$ cat src/rtl/spi_pkg.sv
// Shared types and default sizing for the SPI transfer arbiter.
package spi_pkg;

    localparam int SPI_NREQ         = 4;
    localparam int SPI_TIMEOUT      = 256;
    localparam int SPI_DWIDTH       = 32;
    localparam int SPI_AWIDTH       = 12;
    localparam int SPI_S_ADDR_WIDTH = 2;

    typedef enum logic [1:0] {
        ST_IDLE  = 2'd0,
        ST_ISSUE = 2'd1,
        ST_WAIT  = 2'd2,
        ST_RESP  = 2'd3
    } state_t;

endpackage

$ cat src/rtl/rr_arbiter.sv
// Round-robin requester selection: the search starts just after the last grant.
module rr_arbiter #(
    parameter int NREQ = 4,
    parameter int IW   = (NREQ > 1) ? $clog2(NREQ) : 1
)(
    input  logic [NREQ-1:0] i_req,
    input  logic [IW-1:0]   i_last_grant,
    output logic [NREQ-1:0] o_grant,
    output logic [IW-1:0]   o_grant_idx,
    output logic            o_valid
);

    int w_pos;

    always_comb begin
        o_grant     = '0;
        o_grant_idx = '0;
        o_valid     = 1'b0;
        w_pos       = 0;
        for (int k = 1; k <= NREQ; k++) begin
            w_pos = int'(i_last_grant) + k;
            if (w_pos >= NREQ) begin
                w_pos = w_pos - NREQ;
            end
            if (!o_valid && i_req[IW'(w_pos)]) begin
                o_valid              = 1'b1;
                o_grant_idx          = IW'(w_pos);
                o_grant[IW'(w_pos)]  = 1'b1;
            end
        end
    end

endmodule

$ cat src/rtl/spi_xfer_arbiter.sv
// Shares one SPI master among NREQ requesters, one transfer outstanding at a time.
// state | meaning: IDLE grant+latch | ISSUE m_start pulse | WAIT for m_done/timeout | RESP completion pulse
module spi_xfer_arbiter #(
    parameter int NREQ         = spi_pkg::SPI_NREQ,
    parameter int TIMEOUT      = spi_pkg::SPI_TIMEOUT,
    parameter int DWIDTH       = spi_pkg::SPI_DWIDTH,
    parameter int AWIDTH       = spi_pkg::SPI_AWIDTH,
    parameter int S_ADDR_WIDTH = spi_pkg::SPI_S_ADDR_WIDTH
)(
    input  logic                                clk,
    input  logic                                rst,
    input  logic [NREQ-1:0]                     req_valid,
    output logic [NREQ-1:0]                     req_ready,
    input  logic [NREQ-1:0]                     req_wr,
    input  logic [NREQ-1:0][S_ADDR_WIDTH-1:0]   req_slave,
    input  logic [NREQ-1:0][AWIDTH-1:0]         req_addr,
    input  logic [NREQ-1:0][DWIDTH-1:0]         req_wdata,
    output logic [NREQ-1:0]                     resp_valid,
    output logic [DWIDTH-1:0]                   resp_rdata,
    output logic                                resp_err,
    output logic                                m_start,
    output logic                                m_wr,
    output logic [S_ADDR_WIDTH-1:0]             m_slave,
    output logic [AWIDTH-1:0]                   m_addr,
    output logic [DWIDTH-1:0]                   m_wdata,
    input  logic                                m_done,
    input  logic [DWIDTH-1:0]                   m_rdata
);

    import spi_pkg::*;

    localparam int IW = (NREQ > 1) ? $clog2(NREQ) : 1;
    localparam int CW = (TIMEOUT > 1) ? $clog2(TIMEOUT) : 1;
    localparam logic [IW-1:0] LAST_INIT = IW'(NREQ - 1);
    localparam logic [CW-1:0] TMO_LAST  = CW'(TIMEOUT - 1);

    state_t                    r_state;
    logic [IW-1:0]             r_last_grant;
    logic [IW-1:0]             r_grant;
    logic [CW-1:0]             r_tmo_cnt;
    logic                      r_m_start;
    logic                      r_m_wr;
    logic [S_ADDR_WIDTH-1:0]   r_m_slave;
    logic [AWIDTH-1:0]         r_m_addr;
    logic [DWIDTH-1:0]         r_m_wdata;
    logic [NREQ-1:0]           r_resp_valid;
    logic [DWIDTH-1:0]         r_resp_rdata;
    logic                      r_resp_err;

    logic [NREQ-1:0]           w_grant_oh;
    logic [IW-1:0]             w_grant_idx;
    logic                      w_grant_vld;
    logic [NREQ-1:0]           w_owner_oh;

    rr_arbiter #(
        .NREQ (NREQ),
        .IW   (IW)
    ) u_rr (
        .i_req        (req_valid),
        .i_last_grant (r_last_grant),
        .o_grant      (w_grant_oh),
        .o_grant_idx  (w_grant_idx),
        .o_valid      (w_grant_vld)
    );

    assign w_owner_oh = NREQ'(1) << r_grant;

    // Ready is the live grant, so a request dropped before acceptance simply loses its turn.
    assign req_ready  = (r_state == ST_IDLE) ? w_grant_oh : '0;

    always_ff @(posedge clk) begin
        if (rst) begin
            r_state      <= ST_IDLE;
            r_last_grant <= LAST_INIT;
            r_grant      <= '0;
            r_tmo_cnt    <= '0;
            r_m_start    <= 1'b0;
            r_m_wr       <= 1'b0;
            r_m_slave    <= '0;
            r_m_addr     <= '0;
            r_m_wdata    <= '0;
            r_resp_valid <= '0;
            r_resp_rdata <= '0;
            r_resp_err   <= 1'b0;
        end else begin
            r_m_start <= 1'b0;
            case (r_state)
                ST_IDLE: begin
                    if (w_grant_vld) begin
                        r_grant   <= w_grant_idx;
                        r_m_wr    <= req_wr[w_grant_idx];
                        r_m_slave <= req_slave[w_grant_idx];
                        r_m_addr  <= req_addr[w_grant_idx];
                        r_m_wdata <= req_wdata[w_grant_idx];
                        r_m_start <= 1'b1;
                        r_state   <= ST_ISSUE;
                    end
                end
                ST_ISSUE: begin
                    r_tmo_cnt <= '0;
                    r_state   <= ST_WAIT;
                end
                ST_WAIT: begin
                    // A completion on the final timeout cycle still counts as success.
                    if (m_done) begin
                        r_resp_rdata <= m_rdata;
                        r_resp_err   <= 1'b0;
                        r_resp_valid <= w_owner_oh;
                        r_state      <= ST_RESP;
                    end else if (r_tmo_cnt == TMO_LAST) begin
                        r_resp_rdata <= '0;
                        r_resp_err   <= 1'b1;
                        r_resp_valid <= w_owner_oh;
                        r_state      <= ST_RESP;
                    end else begin
                        r_tmo_cnt <= r_tmo_cnt + CW'(1);
                    end
                end
                ST_RESP: begin
                    r_resp_valid <= '0;
                    r_resp_err   <= 1'b0;
                    r_last_grant <= r_grant;
                    r_state      <= ST_IDLE;
                end
                default: begin
                    r_state <= ST_IDLE;
                end
            endcase
        end
    end

    assign m_start    = r_m_start;
    assign m_wr       = r_m_wr;
    assign m_slave    = r_m_slave;
    assign m_addr     = r_m_addr;
    assign m_wdata    = r_m_wdata;
    assign resp_valid = r_resp_valid;
    assign resp_rdata = r_resp_rdata;
    assign resp_err   = r_resp_err;

endmodule
$ cat config.mk
export PLATFORM = sky130hd
export DESIGN_NAME = spi_xfer_arbiter
export DESIGN_NICKNAME = d
export VERILOG_FILES = /design/src/rtl/spi_pkg.sv /design/src/rtl/rr_arbiter.sv /design/src/rtl/spi_xfer_arbiter.sv
export SDC_FILE = /design/constraint.sdc
export NUM_CORES = 1
export LEC_CHECK = 0
export ABC_AREA = 1
export ABC_CLOCK_PERIOD_IN_PS = 5600
export BUFFER_PORTS_ARGS = -buffer_cell sky130_fd_sc_hd__buf_2
export CORE_AREA = 2 2 122 124
export CTS_CLUSTER_DIAMETER = 100
export DETAILED_ROUTE_END_ITERATION = 10
export DIE_AREA = 0 0 124 126
export HOLD_SLACK_MARGIN = 0.02
export PLACE_DENSITY = 0.85
export SLEW_MARGIN = 20
export SYNTH_ARGS = -nofsm -noshare
export SYNTH_HDL_FRONTEND = slang
export SYNTH_SLANG_ARGS = --single-unit
$ cat constraint.sdc
create_clock -name clk -period 5.6 [get_ports clk]
set_input_delay 1.12 -clock clk [delete_from_list [all_inputs] [get_ports clk]]
set_output_delay 1.12 -clock clk [all_outputs]
set_load 0.02 [all_outputs]
==> out/summary.txt <==
Routed Antenna Nets - 0
Total Wirelength - 20.8 mm
Worst setup path start - r_last_grant[0]
Fin crit period - 4.05 ns
Reg clk slew, reported paths - 0.08 ns
Die width - 124 um
Maxcap violations - 0
Worst path bufs/invs - 5
Area Overhead vs Synth - 25.8%
Power Density - 506 mW/mm^2
Final setup vio count - 0
Crit Path Category - reg2out
Crit start category - flop
Pre-Repair DR Iteration Count - 7
Met3 Resource Use GR - 0.0620
Worst R2R End - m_wdata[18]
Commonest cells after routing, fill and taps aside - 314 x buf_2, 269 x inv_1, 254 x nand2_1
Synth Net Count - 1398
Number of core rows - 44
Port bufs - 315
Critical path fanouts, max - 13
Met1 Usage GRT - 0.317
Max-slew headroom - 0.332
Via count - 8043
Total track usage - 0.264
CTS hold repair buffers - 0
Cell Chain, Critical Path - inv_6 -> ha_1 -> inv_1 -> nand3_2 -> nand2_4 -> nor2_8 -> nand2_1 -> nor2_1 -> inv_1 -> o21ai_0 -> nand2_1 -> inv_1 -> buf_2
Synth Area per Inst - 5.97 um^2
Hold_sp - resp_rdata[27]
CTS tree - built
Die Y - 126 um
Syn. warnings - 0
Syn Inst Count - 1159
Post_cts resized - 0
Combinational power share - 0.631
Nets - 1661
Initial antenna violation count - 2
Gr ovfl total - 0
CP most frequent cell - inv_1
GRT busiest layer - met2
Delay-heaviest family, CP - simple AND/OR/NAND/NOR gates
# clock sinks - 99
Mapped cell area - 0.00692 mm^2
Vias in the first global route - 7182
Filler cells - 1396
Routed len/inst - 12.9 um
#FFs+latches synth - 99
P_int - 2.09 mW
Clk pwr share - 0.140
Sum of negative setup slack - 0 ns
LEAKAGE - 5.34 nW
Placer Congestion - 0.905
Final Cycle Share - 0.722
First-pass GRT wire length - 33.2 mm
Core Area - 0.0143 mm^2
Crit path required time - 4.48 ns
Hold Crit Depth - 2
H-tree levels - 3
Ratio of cells with drive above 1 in the final layout - 0.276
RSZ-0062 raised after global routing - no
Worst Hold End - resp_rdata[27]
Tightest hold margin - 0.460 ns
Sw power - 2.32 mW
Worst-Margin Slew - 1.00 ns
Slowest cell delay on critical path - 0.67 ns
Area of the multi-input gates - 0.00355 mm^2
Met2 Use GR - 0.454
Setup repair bufs after CTS - 0
Skew final - 0.0106 ns
Initial Util - 0.483
IO Count - 316
Clock root cell - clkbuf_16
Sw Share - 0.526
Depth of the worst register-to-register path - 14
CP max stage cell - dfxtp_1
Reg2reg start - r_last_grant[0]
Total CTS buffers - 9
Max Slew Vio Count - 0
Register area - 0.00198 mm^2
Arrival @ worst endpoint - 2.93 ns
Achievable Freq - 247 MHz
Area of the die - 0.0156 mm^2
Largest net degree at the start of global routing - 96
Final Hold Viols - 0
R2r setup slk - 1.64 ns
Cell variety after synth - 32
DRC - 0
Status - complete, no violations
Clock Tree Buf Depth - 2
Post-DP HPWL - 15.1 mm
Seq/Total Area, Yosys - 0.286
Most common cell after layout, fill and taps aside - buf_2
Worst ir drop on vdd - 0.219 mV
Via/cell ratio - 4.99
Worst hold path class - reg2reg
Worst setup EP type - primary output
1st-iter DRT viols - 495
Clk Latency, worst-skew pair - 0.35 ns
Sequential share of power - 0.229
-- power groups by stage --
| stage | Sequential [mW] | Clock [mW] | Combinational [mW] |
|---|---|---|---|
| 3_5_place_dp | 1.02 | 0 | 2.78 |
| 4_1_cts | 1.01 | 0.628 | 2.79 |
| 3_3_place_gp | 1.02 | 0 | 2.73 |
| 5_1_grt | 1.03 | 0.653 | 3.12 |
| 6_report | 1.01 | 0.616 | 2.78 |
| 2_1_floorplan | 1.21 | 0 | 2.00 |
-- logic make-up after synthesis --
family / Yosys count / synth area share
AOI/OAI and AO/OA: 79 / 0.0615
adders and majority gates: 12 / 0.0217
buffers and inverters: 342 / 0.202
DFF: 99 / 0.286
and+or+nand+nor: 627 / 0.428
-- registers in the layout, summed over array words and instances, names as in the netlist --
name and count:
resp_rdata 32, r_tmo_cnt 8, m_addr 12, m_slave 2
resp_valid 4, r_last_grant 2, m_wr 1, m_wdata 32
r_grant 2, r_state 2, resp_err 1, m_start 1
-- synthesized netlist by cell type --
library cell / number / area share
inv_1: 269 / 0.15
nand2_1: 254 / 0.14
nand3_1: 209 / 0.15
nor2_1: 101 / 0.055
dfxtp_1: 99 / 0.29
a21oi_1: 52 / 0.038
nand3_2: 42 / 0.061
buf_2: 29 / 0.021
clkbuf_1: 25 / 0.014
o21ai_0: 15 / 0.011
ha_1: 12 / 0.022
buf_6: 9 / 0.015
nand2_2: 6 / 0.0054
nand4_1: 6 / 0.0054
inv_2: 5 / 0.0027
a31oi_1: 4 / 0.0036
nor3b_1: 3 / 0.0033
a221oi_1: 2 / 0.0025
buf_1: 2 / 0.0011
buf_4: 2 / 0.0022
o21ai_1: 2 / 0.0014
a21boi_0: 1 / 0.0011
a21oi_4: 1 / 0.0024
inv_6: 1 / 0.0013
nand2_4: 1 / 0.0016
nand3_4: 1 / 0.0025
nor2_2: 1 / 0.00090
nor2_8: 1 / 0.0029
nor3_1: 1 / 0.00072
o211ai_1: 1 / 0.0011
o22ai_1: 1 / 0.00090
or3_1: 1 / 0.00090
-- final cells by class --
cell class / count / area share
Timing Repair Buffer: 319 / 0.185
Multi-Input combinational cell: 718 / 0.408
Sequential cell: 99 / 0.228
Tap cell: 184 / 0.0265
Clock buffer: 9 / 0.0259
Inverter: 275 / 0.119
Clock inverter: 7 / 0.00762
Antenna cell: 1 / 0.000288
-- per-layer routing --
metal / up-vias / part of all wire
met4: 2 / 0.032
li1: 4050 / -
met3: 64 / 0.077
met2: 340 / 0.49
met5: - / 0.00034
met1: 3587 / 0.40
-- stage by stage --
step	utilization	worst slack [ns]	total power [mW]	cell area [um^2]	cells
floorplan	-	2.19	3.21	6920	1159
global placement	0.587	1.69	3.75	8410	1595
detailed placement	0.587	1.60	3.79	8410	1595
CTS	0.608	1.57	4.42	8700	1611
global route	0.608	1.27	4.81	8700	1612
finish	0.608	1.55	4.41	8700	1612
-- tightest hold or removal path, cell delays in order (launching register included) --
cell and delay [ns]:
dfxtp_1 0.31, nand2_1 0.06, a21oi_1 0.05
-- how the worst max path moves through the flow --
stage	to	slack [ns]	depth (start not counted)
6_report	req_ready[0]	1.55	13
5_1_grt	m_wdata[18]	1.27	14
4_1_cts	req_ready[0]	1.57	13
3_5_place_dp	m_wdata[18]	1.60	14
3_3_place_gp	m_addr[4]	1.69	14
2_1_floorplan	req_ready[3]	2.19	9
Power figures use the tool's default switching activity.
